===== src/rtl/axi_lite_pkg.sv =====
// Shared response codes and engine state encoding for the AXI4-Lite command master.
package axi_lite_pkg;

  localparam logic [1:0] RESP_OKAY    = 2'b00;
  localparam logic [1:0] RESP_SLVERR  = 2'b10;
  localparam logic [1:0] RESP_TIMEOUT = 2'b11;

  typedef enum logic [2:0] {
    IDLE,
    WR,
    WR_RESP,
    RD_ADDR,
    RD_DATA,
    RSP
  } state_e;

endpackage


===== src/rtl/axi_lite_cmd_fifo.sv =====
// Synchronous command FIFO; dout shows the head entry combinationally while not empty.
module axi_lite_cmd_fifo #(
  parameter int unsigned WIDTH = 8,
  parameter int unsigned DEPTH = 4
) (
  input  logic             clk,
  input  logic             rst_n,
  input  logic             push,
  input  logic             pop,
  input  logic [WIDTH-1:0] din,
  output logic [WIDTH-1:0] dout,
  output logic             full,
  output logic             empty
);

  localparam int unsigned AW = $clog2(DEPTH);

  logic [WIDTH-1:0] mem_q [DEPTH];
  logic [AW:0]      wr_q, rd_q;
  logic             push_ok, pop_ok;

  // Extra pointer bit distinguishes full from empty when the indices match.
  assign full    = (wr_q[AW] != rd_q[AW]) && (wr_q[AW-1:0] == rd_q[AW-1:0]);
  assign empty   = (wr_q == rd_q);
  assign dout    = mem_q[rd_q[AW-1:0]];
  assign push_ok = push && !full;
  assign pop_ok  = pop && !empty;

  always_ff @(posedge clk or negedge rst_n) begin
    if (!rst_n) begin
      wr_q <= '0;
      rd_q <= '0;
    end else begin
      if (push_ok) wr_q <= wr_q + 1'b1;
      if (pop_ok)  rd_q <= rd_q + 1'b1;
    end
  end

  always_ff @(posedge clk) begin
    if (push_ok) mem_q[wr_q[AW-1:0]] <= din;
  end

endmodule


===== src/rtl/axi_lite_cmd_master.sv =====
// AXI4-Lite master draining a command FIFO: one outstanding transaction, in-order
// responses, independent AW/W handshakes and a per-phase timeout.
module axi_lite_cmd_master
  import axi_lite_pkg::*;
#(
  parameter int unsigned ADDR_WIDTH = 32,
  parameter int unsigned DATA_WIDTH = 32,
  parameter int unsigned CMD_DEPTH  = 4,
  parameter int unsigned TIMEOUT    = 255
) (
  input  logic                    aclk,
  input  logic                    areset_n,
  input  logic                    cmd_valid,
  output logic                    cmd_ready,
  input  logic                    cmd_write,
  input  logic [ADDR_WIDTH-1:0]   cmd_addr,
  input  logic [DATA_WIDTH-1:0]   cmd_data,
  input  logic [DATA_WIDTH/8-1:0] cmd_strb,
  output logic                    rsp_valid,
  input  logic                    rsp_ready,
  output logic [DATA_WIDTH-1:0]   rsp_data,
  output logic [1:0]              rsp_resp,
  output logic [ADDR_WIDTH-1:0]   awaddr,
  output logic                    awvalid,
  input  logic                    awready,
  output logic [DATA_WIDTH-1:0]   wdata,
  output logic [DATA_WIDTH/8-1:0] wstrb,
  output logic                    wvalid,
  input  logic                    wready,
  input  logic [1:0]              bresp,
  input  logic                    bvalid,
  output logic                    bready,
  output logic [ADDR_WIDTH-1:0]   araddr,
  output logic                    arvalid,
  input  logic                    arready,
  input  logic [DATA_WIDTH-1:0]   rdata,
  input  logic [1:0]              rresp,
  input  logic                    rvalid,
  output logic                    rready
);

  localparam int unsigned STRB_W = DATA_WIDTH / 8;
  localparam int unsigned FW     = 1 + ADDR_WIDTH + DATA_WIDTH + STRB_W;
  localparam int unsigned CNT_W  = (TIMEOUT < 2) ? 1 : $clog2(TIMEOUT);
  localparam logic [CNT_W-1:0] TO_LAST = CNT_W'((TIMEOUT == 0) ? 0 : TIMEOUT - 1);

  state_e                 state_q;
  logic [CNT_W-1:0]       cnt_q;
  logic                   awvalid_q, wvalid_q, bready_q, arvalid_q, rready_q, rsp_valid_q;
  logic [ADDR_WIDTH-1:0]  awaddr_q, araddr_q;
  logic [DATA_WIDTH-1:0]  wdata_q, rsp_data_q;
  logic [STRB_W-1:0]      wstrb_q;
  logic [1:0]             rsp_resp_q;

  logic                   fifo_full, fifo_empty, fifo_pop;
  logic [FW-1:0]          fifo_dout;
  logic                   head_write;
  logic [ADDR_WIDTH-1:0]  head_addr;
  logic [DATA_WIDTH-1:0]  head_data;
  logic [STRB_W-1:0]      head_strb;
  logic                   to_hit, aw_ok, w_ok;

  axi_lite_cmd_fifo #(
    .WIDTH (FW),
    .DEPTH (CMD_DEPTH)
  ) u_fifo (
    .clk   (aclk),
    .rst_n (areset_n),
    .push  (cmd_valid && !fifo_full),
    .pop   (fifo_pop),
    .din   ({cmd_write, cmd_addr, cmd_data, cmd_strb}),
    .dout  (fifo_dout),
    .full  (fifo_full),
    .empty (fifo_empty)
  );

  assign {head_write, head_addr, head_data, head_strb} = fifo_dout;
  assign fifo_pop  = (state_q == IDLE) && !fifo_empty;
  assign cmd_ready = !fifo_full;
  assign to_hit    = (TIMEOUT != 0) && (cnt_q == TO_LAST);
  // A channel is finished once its valid has dropped or handshakes this cycle.
  assign aw_ok     = !awvalid_q || awready;
  assign w_ok      = !wvalid_q || wready;

  always_ff @(posedge aclk or negedge areset_n) begin
    if (!areset_n) begin
      state_q     <= IDLE;
      cnt_q       <= '0;
      awvalid_q   <= 1'b0;
      wvalid_q    <= 1'b0;
      bready_q    <= 1'b0;
      arvalid_q   <= 1'b0;
      rready_q    <= 1'b0;
      rsp_valid_q <= 1'b0;
      awaddr_q    <= '0;
      araddr_q    <= '0;
      wdata_q     <= '0;
      wstrb_q     <= '0;
      rsp_data_q  <= '0;
      rsp_resp_q  <= '0;
    end else begin
      cnt_q <= cnt_q + 1'b1;
      unique case (state_q)
        IDLE: if (!fifo_empty) begin
          cnt_q <= '0;
          if (head_write) begin
            awaddr_q  <= head_addr;
            wdata_q   <= head_data;
            wstrb_q   <= head_strb;
            awvalid_q <= 1'b1;
            wvalid_q  <= 1'b1;
            state_q   <= WR;
          end else begin
            araddr_q  <= head_addr;
            arvalid_q <= 1'b1;
            state_q   <= RD_ADDR;
          end
        end
        WR: begin
          if (awvalid_q && awready) awvalid_q <= 1'b0;
          if (wvalid_q && wready)   wvalid_q  <= 1'b0;
          if (aw_ok && w_ok) begin
            bready_q <= 1'b1;
            cnt_q    <= '0;
            state_q  <= WR_RESP;
          end else if (to_hit) begin
            awvalid_q   <= 1'b0;
            wvalid_q    <= 1'b0;
            rsp_resp_q  <= RESP_TIMEOUT;
            rsp_data_q  <= '0;
            rsp_valid_q <= 1'b1;
            state_q     <= RSP;
          end
        end
        WR_RESP: if (bvalid || to_hit) begin
          bready_q    <= 1'b0;
          rsp_resp_q  <= bvalid ? bresp : RESP_TIMEOUT;
          rsp_data_q  <= '0;
          rsp_valid_q <= 1'b1;
          state_q     <= RSP;
        end
        RD_ADDR: begin
          if (arready) begin
            arvalid_q <= 1'b0;
            rready_q  <= 1'b1;
            cnt_q     <= '0;
            state_q   <= RD_DATA;
          end else if (to_hit) begin
            arvalid_q   <= 1'b0;
            rsp_resp_q  <= RESP_TIMEOUT;
            rsp_data_q  <= '0;
            rsp_valid_q <= 1'b1;
            state_q     <= RSP;
          end
        end
        RD_DATA: if (rvalid || to_hit) begin
          rready_q    <= 1'b0;
          rsp_resp_q  <= rvalid ? rresp : RESP_TIMEOUT;
          rsp_data_q  <= rvalid ? rdata : '0;
          rsp_valid_q <= 1'b1;
          state_q     <= RSP;
        end
        RSP: if (rsp_ready) begin
          rsp_valid_q <= 1'b0;
          state_q     <= IDLE;
        end
        default: state_q <= IDLE;
      endcase
    end
  end

  assign awvalid   = awvalid_q;
  assign wvalid    = wvalid_q;
  assign bready    = bready_q;
  assign arvalid   = arvalid_q;
  assign rready    = rready_q;
  assign rsp_valid = rsp_valid_q;
  assign awaddr    = awaddr_q;
  assign araddr    = araddr_q;
  assign wdata     = wdata_q;
  assign wstrb     = wstrb_q;
  assign rsp_data  = rsp_data_q;
  assign rsp_resp  = rsp_resp_q;

endmodule


===== config.mk =====
export PLATFORM = sky130hd
export DESIGN_NAME = axi_lite_cmd_master
export DESIGN_NICKNAME = d
export VERILOG_FILES = /design/src/rtl/axi_lite_pkg.sv /design/src/rtl/axi_lite_cmd_fifo.sv /design/src/rtl/axi_lite_cmd_master.sv
export SDC_FILE = /design/constraint.sdc
export NUM_CORES = 1
export LEC_CHECK = 0
export BUFFER_PORTS_ARGS = -buffer_cell sky130_fd_sc_hd__buf_2
export CAP_MARGIN = 10
export CORE_MARGIN = 2
export CORE_UTILIZATION = 50
export DETAILED_ROUTE_END_ITERATION = 10
export PLACE_DENSITY = 0.7
export SYNTH_ARGS = -nofsm -noshare
export SYNTH_HDL_FRONTEND = slang
export SYNTH_SLANG_ARGS = --single-unit

===== constraint.sdc =====
create_clock -name aclk -period 4.79 [get_ports aclk]
set_input_delay 0.958 -clock aclk [delete_from_list [all_inputs] [get_ports aclk]]
set_output_delay 0.958 -clock aclk [all_outputs]
set_load 0.005 [all_outputs]

==> results.json <==
{
  "ys_ff_latch": 433,
  "fp-row-count": 66,
  "tns_ns": 0,
  "gp_congestion": 0.796,
  "reg2reg_from": "u_fifo.rd_q[0]",
  "post-cts-setup-buffer-count": 0,
  "drt_iter0_markers": 368,
  "cts_max_level": 2,
  "place_inst": 1483,
  "grt_max_degree": 98,
  "worstReg2RegEnd": "araddr[1]",
  "port_buffers": 254,
  "clock_latency_ns": 0.56,
  "path_max_fanout": 33,
  "use_met1": 0.233,
  "nets": 1209,
  "power_per_cell_area_nw_per_um2": 675,
  "cap_violations": 0,
  "synth_fp_nets": 936,
  "floorplan.die_area_um2": 34500,
  "vias": 8325,
  "fill_cells": 2459,
  "die_w_um": 186,
  "clockBufferDepth": 3,
  "cts_tree": "built",
  "ant_nets": 0,
  "slew_viol_final": 0,
  "antenna_found_initial": 11,
  "rsz0062_at_grt": "false",
  "drive_above_1_share": 0.440,
  "synth_edf_count": 276,
  "dp_hpwl_um": 19800,
  "worstPathRequired_ns": 5.23,
  "min_from": "wdata[4]",
  "synth.cell_area_um2": 16500,
  "die_h_um": 186,
  "layout-area-overhead-vs-synth_pct": 19.1,
  "fin_ws_ns": 1.75,
  "design_area_um2": 19700,
  "hold-worst-slack_ns": 0.485,
  "ctsResizeCount": 0,
  "viasPerCell": 5.29,
  "wl_per_cell_um": 20.4,
  "holdPathStages": 1,
  "grt_pass1_vias": 8579,
  "grt_busiest_layer": "met2",
  "cts.sinks": 433,
  "relSlewSlack": 0.227,
  "status": "finished, final reports clean",
  "holdPathEnd": "wdata[4]",
  "fin_total_pwr_mw": 13.3,
  "start_util": 0.507,
  "met3_usage": 0.0628,
  "end_kind": "flop",
  "synth.distinct_cells": 49,
  "ios": 255,
  "crit_type": "flop to flop",
  "yosys_warnings": 0,
  "reg2reg_slack_ns": 1.75,
  "fin_skew_ns": 0.0170,
  "cts_root_buf": "clkbuf_16",
  "seq_area_frac_synth": 0.740,
  "multi_input_area_um2": 3970,
  "synth.avg_cell_area_um2": 20.2,
  "startpoint": "u_fifo.rd_q[0]",
  "final_cell_count_no_fill": 1573,
  "ys_async_sr_fraction": 0.363,
  "hold_path_class": "flop to flop",
  "final_core_util": 0.604,
  "drc": 0,
  "finalSetupViolations": 0,
  "cts_hold_buf": 0,
  "grtUsageMet2": 0.310,
  "ys.flop_type": "edfxtp_1",
  "finalHoldViolCount": 0,
  "fmax_mhz": 329,
  "syn_inst": 815,
  "core_area_um2": 32500,
  "rr_worst_depth": 5,
  "grt_usage": 0.187,
  "path_clk_slew_ns": 0.06,
  "start_kind": "flop",
  "routed_wl_um": 32100,
  "ir_worst_vdd_mv": 0.420,
  "place_ws_ns": 1.65,
  "p_leak_nw": 7.74,
  "max_slew.worst_pin.slew_ns": 1.16,
  "place_area_um2": 18200,
  "crit_arrival_ns": 3.48,
  "dr.pass1.iters": 4,
  "cts_made_buffers": 45,
  "grt.overflow.total": 0,
  "period_share": 0.635,
  "period_minus_slack_ns": 3.04,
  "seq_area_um2": 12200,
  "grt_pass1_wl_um": 48100
}
area by class of cell:
type | count | area share
clock buffer | 62 | 0.0631
clock inverter | 21 | 0.0124
multi-input combinational | 333 | 0.202
timing repair buffer | 267 | 0.0700
sequential | 433 | 0.622
tap | 442 | 0.0281
inverter | 8 | 0.00153
antenna | 7 | 0.000891
power breakdown:
part | internal, mW | switching (mW)
Clock | 2.00 | 1.42
Combinational | 2.07 | 1.85
Sequential | 5.26 | 0.664
synth_stat cells (2+ instances only):
| library cell | number | area [um2] |
|---|---|---|
| buf_4 | 3 | 22.5 |
| o31ai_1 | 2 | 15.0 |
| nand2_1 | 13 | 48.8 |
| edfxtp_1 | 276 | 8290 |
| o22ai_1 | 2 | 12.5 |
| nor3b_1 | 2 | 15.0 |
| mux2_2 | 44 | 495 |
| nand2b_1 | 5 | 31.3 |
| mux2_4 | 29 | 435 |
| nor2b_1 | 5 | 31.3 |
| nor3_1 | 4 | 20.0 |
| xnor2_1 | 5 | 43.8 |
| mux2_1 | 29 | 327 |
| xor2_1 | 5 | 43.8 |
| clkbuf_1 | 14 | 52.6 |
| buf_2 | 10 | 50.1 |
| nor2_1 | 23 | 86.3 |
| inv_1 | 8 | 30.0 |
| dfrtp_1 | 157 | 3930 |
| nand3_1 | 4 | 20.0 |
| buf_12 | 3 | 60.1 |
| or3_1 | 2 | 12.5 |
| xor2_2 | 3 | 48.8 |
| o21ai_0 | 8 | 40.0 |
| a21oi_1 | 15 | 75.1 |
| ha_1 | 7 | 87.6 |
| a22o_1 | 32 | 280 |
| buf_6 | 11 | 124 |
| and3_1 | 6 | 37.5 |
| mux4_2 | 69 | 1550 |
layer usage:
layer  part of all wire  wire length, um
met3              0.080             2570
met5             0.0015               49
met4              0.027              875
met2               0.48            15400
met1               0.41            13100
worst max path at each step:
| stage | end | slack, ns |
|---|---|---|
| floorplan | u_fifo.mem_q[3][0] | 1.70 |
| global placement | araddr[0] | 1.68 |
| detailed placement | araddr[1] | 1.65 |
| CTS | araddr[1] | 1.64 |
| global route | araddr[31] | 1.52 |
| finish | araddr[1] | 1.75 |
critical path, cell delays in order (launching register included):
cell     delay (ns)
dfrtp_4        0.83
xor2_2         0.27
nor3_4         0.07
nor4_4         0.32
and2b_2        1.00
mux2_2         0.42
logic make-up after synthesis:
kind of cell    Yosys count  share of synthesized area
compound gates           67                     0.0305
simple gates             75                     0.0246
buf+inv                  49                     0.0205
flops                   433                      0.740
xor+xnor                 13                    0.00827
fa+ha+maj                 7                    0.00531
mux                     171                      0.170
layout by cell type (no fill, tap or decap), drive strengths merged, types with 3 or more instances in the layout:
cell,count
xor2,8
mux2,102
buf,267
nor3,5
o21ai,9
inv,10
nor2b,5
a21oi,15
ha,7
nand2b,5
clkbuf,62
nand3,4
xnor2,5
nand2,14
diode,7
a22o,32
mux4,69
dfrtp,157
bufinv,3
edfxtp,276
nor2,24
clkinv,15
and3,6
sequential cells by signal, indices dropped and copies added, names as in the netlist:
| name | count |
|---|---|
| bready | 1 |
| wvalid | 1 |
| arvalid | 1 |
| u_fifo.rd_q | 3 |
| awvalid | 1 |
| rsp_valid | 1 |
| u_fifo.mem_q | 276 |
| u_fifo.wr_q | 3 |
| cnt_q | 8 |
| rready | 1 |
| rsp_resp | 2 |
| rsp_data | 32 |
| awaddr | 32 |
| wstrb | 4 |
| wdata | 32 |
| state_q | 3 |
| araddr | 32 |
(Power assumes the default switching activity.)
